**src/rtl/mem_access_ctrl.sv**
```systemverilog
// Memory-side sequencer for the MDR stage: latches MAR/MDRout, strobes the RAM for
// WAIT_STATES+1 cycles, and hands read words to the MDR with a one-cycle load.
module mem_access_ctrl #(
    parameter int unsigned ADDR_W      = 9,
    parameter int unsigned DATA_W      = 32,
    parameter int unsigned WAIT_STATES = 1
) (
    input  logic              clk,
    input  logic              clr,
    input  logic              start_read,
    input  logic              start_write,
    input  logic [ADDR_W-1:0] addr,
    input  logic [DATA_W-1:0] wdata,
    output logic              busy,
    output logic              done,
    output logic              conflict,
    output logic [ADDR_W-1:0] mem_addr,
    output logic [DATA_W-1:0] mem_wdata,
    output logic              mem_re,
    output logic              mem_we,
    input  logic [DATA_W-1:0] mem_rdata,
    output logic [DATA_W-1:0] Mdatain,
    output logic              mdr_read,
    output logic              mdr_enable
);

    typedef enum logic [2:0] {
        IDLE,
        RD_WAIT,
        RD_LOAD,
        WR_ACTIVE,
        WR_DONE
    } state_t;

    localparam logic [3:0] CNT_INIT = 4'(WAIT_STATES);

    state_t            state, state_n;
    logic [3:0]        cnt, cnt_n;
    logic [ADDR_W-1:0] addr_q, addr_n;
    logic [DATA_W-1:0] wdata_q, wdata_n;
    logic [DATA_W-1:0] mdat_q, mdat_n;
    logic              conflict_q, conflict_n;

    always_ff @(posedge clk or posedge clr) begin
        if (clr) begin
            state      <= IDLE;
            cnt        <= '0;
            addr_q     <= '0;
            wdata_q    <= '0;
            mdat_q     <= '0;
            conflict_q <= 1'b0;
        end else begin
            state      <= state_n;
            cnt        <= cnt_n;
            addr_q     <= addr_n;
            wdata_q    <= wdata_n;
            mdat_q     <= mdat_n;
            conflict_q <= conflict_n;
        end
    end

    always_comb begin
        state_n    = state;
        cnt_n      = cnt;
        addr_n     = addr_q;
        wdata_n    = wdata_q;
        mdat_n     = mdat_q;
        conflict_n = 1'b0;
        case (state)
            IDLE: begin
                // Read wins a tie; the conflict flag is registered, so it pulses
                // in the first cycle after the accept edge.
                if (start_read) begin
                    state_n    = RD_WAIT;
                    addr_n     = addr;
                    cnt_n      = CNT_INIT;
                    conflict_n = start_write;
                end else if (start_write) begin
                    state_n = WR_ACTIVE;
                    addr_n  = addr;
                    wdata_n = wdata;
                    cnt_n   = CNT_INIT;
                end
            end
            RD_WAIT: begin
                if (cnt == '0) begin
                    mdat_n  = mem_rdata;
                    state_n = RD_LOAD;
                end else begin
                    cnt_n = cnt - 4'd1;
                end
            end
            RD_LOAD: state_n = IDLE;
            WR_ACTIVE: begin
                if (cnt == '0) begin
                    state_n = WR_DONE;
                end else begin
                    cnt_n = cnt - 4'd1;
                end
            end
            WR_DONE: state_n = IDLE;
            default: state_n = IDLE;
        endcase
    end

    assign busy       = (state != IDLE);
    assign done       = (state == RD_LOAD) || (state == WR_DONE);
    assign conflict   = conflict_q;
    assign mem_addr   = addr_q;
    assign mem_wdata  = wdata_q;
    assign mem_re     = (state == RD_WAIT);
    assign mem_we     = (state == WR_ACTIVE);
    assign Mdatain    = mdat_q;
    assign mdr_read   = (state == RD_LOAD);
    assign mdr_enable = (state == RD_LOAD);

endmodule
```
**config.mk**
```make
export PLATFORM = sky130hd
export DESIGN_NAME = mem_access_ctrl
export DESIGN_NICKNAME = d
export VERILOG_FILES = /design/src/rtl/mem_access_ctrl.sv
export SDC_FILE = /design/constraint.sdc
export NUM_CORES = 1
export LEC_CHECK = 0
export BUFFER_PORTS_ARGS = -buffer_cell sky130_fd_sc_hd__buf_2
export CAP_MARGIN = 5
export CORE_ASPECT_RATIO = 1.25
export CORE_MARGIN = 1.5
export CORE_UTILIZATION = 51
export DETAILED_ROUTE_END_ITERATION = 7
export PLACE_DENSITY = 0.94
export SYNTH_ARGS = -nofsm -noshare
export SYNTH_HDL_FRONTEND = slang
export SYNTH_SLANG_ARGS = --single-unit
```
**constraint.sdc**
```tcl
create_clock -name clk -period 6.1 [get_ports clk]
set_clock_uncertainty 0.2 [all_clocks]
set_input_delay 0.61 -clock clk [delete_from_list [all_inputs] [get_ports clk]]
set_output_delay 0.61 -clock clk [all_outputs]
set_load 0.01 [all_outputs]
```
==> run summary <==
The run finished with clean final reports. Counting the buffers created by CTS gives 9. IR analysis of the VDD net gives a maximum drop of 0.000325 V. The switching share of total power is 33.7%. The top-level port count came out at between 150 and 200. The total half-perimeter wirelength after legalization and detailed placement is 5360 um. The maximum count of clock buffers along a single path came out at 2. The later pin in the worst-skew pair is clocked with a latency of between 300 and 400 ps. The type of the setup path with the least slack is reg2out. The register bit count reported by yosys is between 80 and 90. The relative slew slack is 35.8%.

The reported leakage power came out at 2.49 nW. The number of iterations in the first detailed-routing pass came out at 4. The die covers 7410 sq um. The number of global-route vias before repair came out at 2313. The proportion of netlist area held by the largest area contributor came out at 57.6%. Post-CTS timing repair inserted 0 buffers for setup. The antenna cell count is 0.

The height of the die came out at 95.9 um. The global route total overflow came out at 0. The tightest min-delay check is of the in2reg type. Across the run, the number of max-cap violations was 0. The final hold violation count is 0.

For this run, the number of Yosys warnings is 0. The total number of vias is 2229. The number of nets in the layout came out at between 400 and 500. The proportion of layout cells with a drive suffix above 1 came out at 69.2%. The register area share after synthesis came out at 57.6%. The number of instances resized during post-cts repair is 0. The setup-violating endpoint count in the final report came out at 0. The row count came out at 33. In the final routed layout, each cell accounts on average for around 16 um. For this run, design rule violations remaining after detail routing come to 0.

Sorting the synthesized cells by area gives the leading types as dfrtp_1 (58%), mux2_4 (26%), mux2_2 (4.2%). The pin count of the biggest net entering global routing is around 80. Across every metal layer, demand over resource in global routing totals 19.8%. The last weighted congestion value of the routability-driven placer came out at 0.805. Synthesis instantiated 25 different standard cells from the library.

The global-route wire length before repair came out at 11200 um. The area inside the core boundary is 6610 sq um. The mapped netlist covers 3520 sq um.

The part of the power in registers is 40.6%. The post-route fraction of the period consumed by the critical path is 37.8%. The largest total area in the synthesized netlist belongs to dfrtp_1. The port buffer count came out at 156. The max-slew violation count came out at 0. The final wirelength came out at 7180 um. The layout overhead on the synthesized area is 27.9%. The power share of the clock group is 14.6%.

The iteration-0 DRC count of the detailed router came out at 93. The count of H-tree levels built during CTS is 3. In this run the worst path has a maximum fanout of 8. Clock-pin slew was measured on the worst setup and hold paths at 90 ps.

The overall power consumption is ~0.0024 W. The portion of total power attributed to combinational logic came out at 44.9%. In this run the most critical hold path is launched from mem_rdata[21]. The count of hold-fix buffers inserted at cts is 0. The average instance area after synthesis came out at between 15 and 20 sq um. Walking the worst path, the cells encountered are nor2b_1 -> nor2b_1 -> buf_2. The endpoint of the worst hold-timing path is Mdatain[21]$_DFFE_PP0P_. The slew of the pin with the lowest slew margin came out at 963 ps. The post-place instance area came out at 4330 sq um. In the synthesized netlist, the number of instances is 207.

The slowest library cell on the worst path is dfrtp_1. Together, buffers and inverters on the worst path number 1. The clock net sink count came out at 81. The maximum achievable frequency came out at 434 MHz. The internal power came out at about 0.0016 W. The startpoint identified for the worst register-to-register timing path is cnt[0]$_DFFE_PP0P_. TritonCTS built the clock tree. The worst path arrival time came out at about 1500 ps.

The number of cells on the worst reg-to-reg path is 5. The cell family contributing the most delay on the critical path is flip-flops. The effective utilization at floorplan came out at 53.3%. The reg-to-reg setup timing slack came out at 3820 ps. By instance count, the cell type seen most on the critical path is nor2b_1. In this run the power spent charging and discharging nets is 0.000807 W. The delay of the slowest critical-path stage is 510 ps. STA classifies the critical path startpoint as a flip-flop. Counting tap cells, the placed design contains a total of 441 instances. Once detail routing completed, the nets flagged for antenna violations numbered 0. Clock tree synthesis selected as its root buffer the cell clkbuf_8. The post-synthesis net count came out at around 290.

The die is 77.3 um wide. The kind of capture point of the worst setup path is an output port. The final non-filler cell area is 4500 sq um. The number of antenna violations at the first check in global routing is 0. The minimum clock period came out at 2310 ps. The number of non-filler instances in the completed layout is approximately 460. The mean number of vias per cell came out at 4.88. The data required time at the worst endpoint came out at between 5000 and 6000 ps.

The number of cells on the worst hold path came out at 2. The end of the worst register-to-register path is Mdatain[18]$_DFFE_PP0P_. Adding up every negative setup slack in the final design gives 0 ps.

Power spread over the standard cell area amounts to 532 nW/um^2. Setup repair after global routing left no endpoint under its margin.
power groups by stage:
| stage | combinational (W) | sequential (W) | clock (W) |
|---|---|---|---|
| 2_1_floorplan | 0.000620 | 0.00107 | 0 |
| 3_3_place_gp | 0.00105 | 0.000957 | 0 |
| 3_5_place_dp | 0.00109 | 0.000981 | 0 |
| 4_1_cts | 0.00109 | 0.000972 | 0.000360 |
| 5_1_grt | 0.00116 | 0.00101 | 0.000382 |
| 6_report | 0.00108 | 0.000972 | 0.000349 |
Yosys cell counts (all sizes together):
cell type  instances
nor2b              3
nor4bb             1
and2b              1
nand3b             2
o21ai              2
and3               2
nand2              2
nand2b             1
buf               10
mux2              75
ha                 2
or3                4
nor3               1
o221ai             2
dfrtp             81
inv                7
xnor2              1
nor3b              2
nand3              2
a2111oi            1
nor2               5
cell families after synthesis:
group           share of synthesized area (%)
compound gates                           1.56
simple gates                             5.93
mux                                      30.6
fa+ha+maj                               0.711
xor+xnor                                0.249
flops                                    57.6
buf+inv                                  3.38
worst max-delay path by stage:
stage                                   end            startpoint  cells past startpoint
detailed placement  Mdatain[22]$_DFFE_PP0P_    cnt[0]$_DFFE_PP0P_                      5
CTS                                mdr_read  state[1]$_DFFE_PP0P_                      3
global placement     Mdatain[3]$_DFFE_PP0P_    cnt[0]$_DFFE_PP0P_                      5
global route        Mdatain[23]$_DFFE_PP0P_    cnt[0]$_DFFE_PP0P_                      5
finish                             mdr_read  state[1]$_DFFE_PP0P_                      3
floorplan            Mdatain[0]$_DFFE_PP0P_                   clr                      1
registers in the layout, summed over array words and instances, names as in the netlist:
name,count
state,3
cnt,4
mem_wdata,32
Mdatain,32
mem_addr,9
conflict,1
layer usage:
metal,part of all wire (%),global-route usage [%]
met5,0,0
met4,2.1,9.55
met3,3.8,4.17
met2,54,34.0
met1,40,23.8
placed cells by master, fill, tap and decap left out, types with 3 or more instances in the layout:
cell,netlist,routed
buf_2,2,156
dfrtp_1,81,81
mux2_4,62,62
mux2_2,13,13
clkbuf_8,0,9
inv_1,7,6
nor2_1,5,5
or3_1,4,4
nor2b_1,3,3
clkinvlp_4,0,3
final cells by class:
type | instances | area, sq um
Fill cell | 491 | 2100
Clock buffer | 9 | 124
Sequential cell | 81 | 2030
Clock inverter | 7 | 53.8
Multi-Input combinational cell | 109 | 1380
Inverter | 7 | 27.5
Tap cell | 87 | 109
Timing Repair Buffer | 157 | 788
metrics by stage:
stage / utilization, % / worst slack, ps / hold slack [ps]
floorplan: - / 3210 / 296
global placement: 65.5 / 3890 / 285
detailed placement: 65.5 / 3820 / 288
CTS: 68.2 / 3770 / 271
global route: 68.2 / 3640 / 262
finish: 68.2 / 3790 / 291
worst register-to-register path, cell delays in order, from the launching register on:
cell      delay (ps)
dfrtp_1          410
inv_1             90
ha_1             160
nor3b_2          280
nand3b_4         530
mux2_4           510
Note: power is estimated with default switching activity, not from simulation.
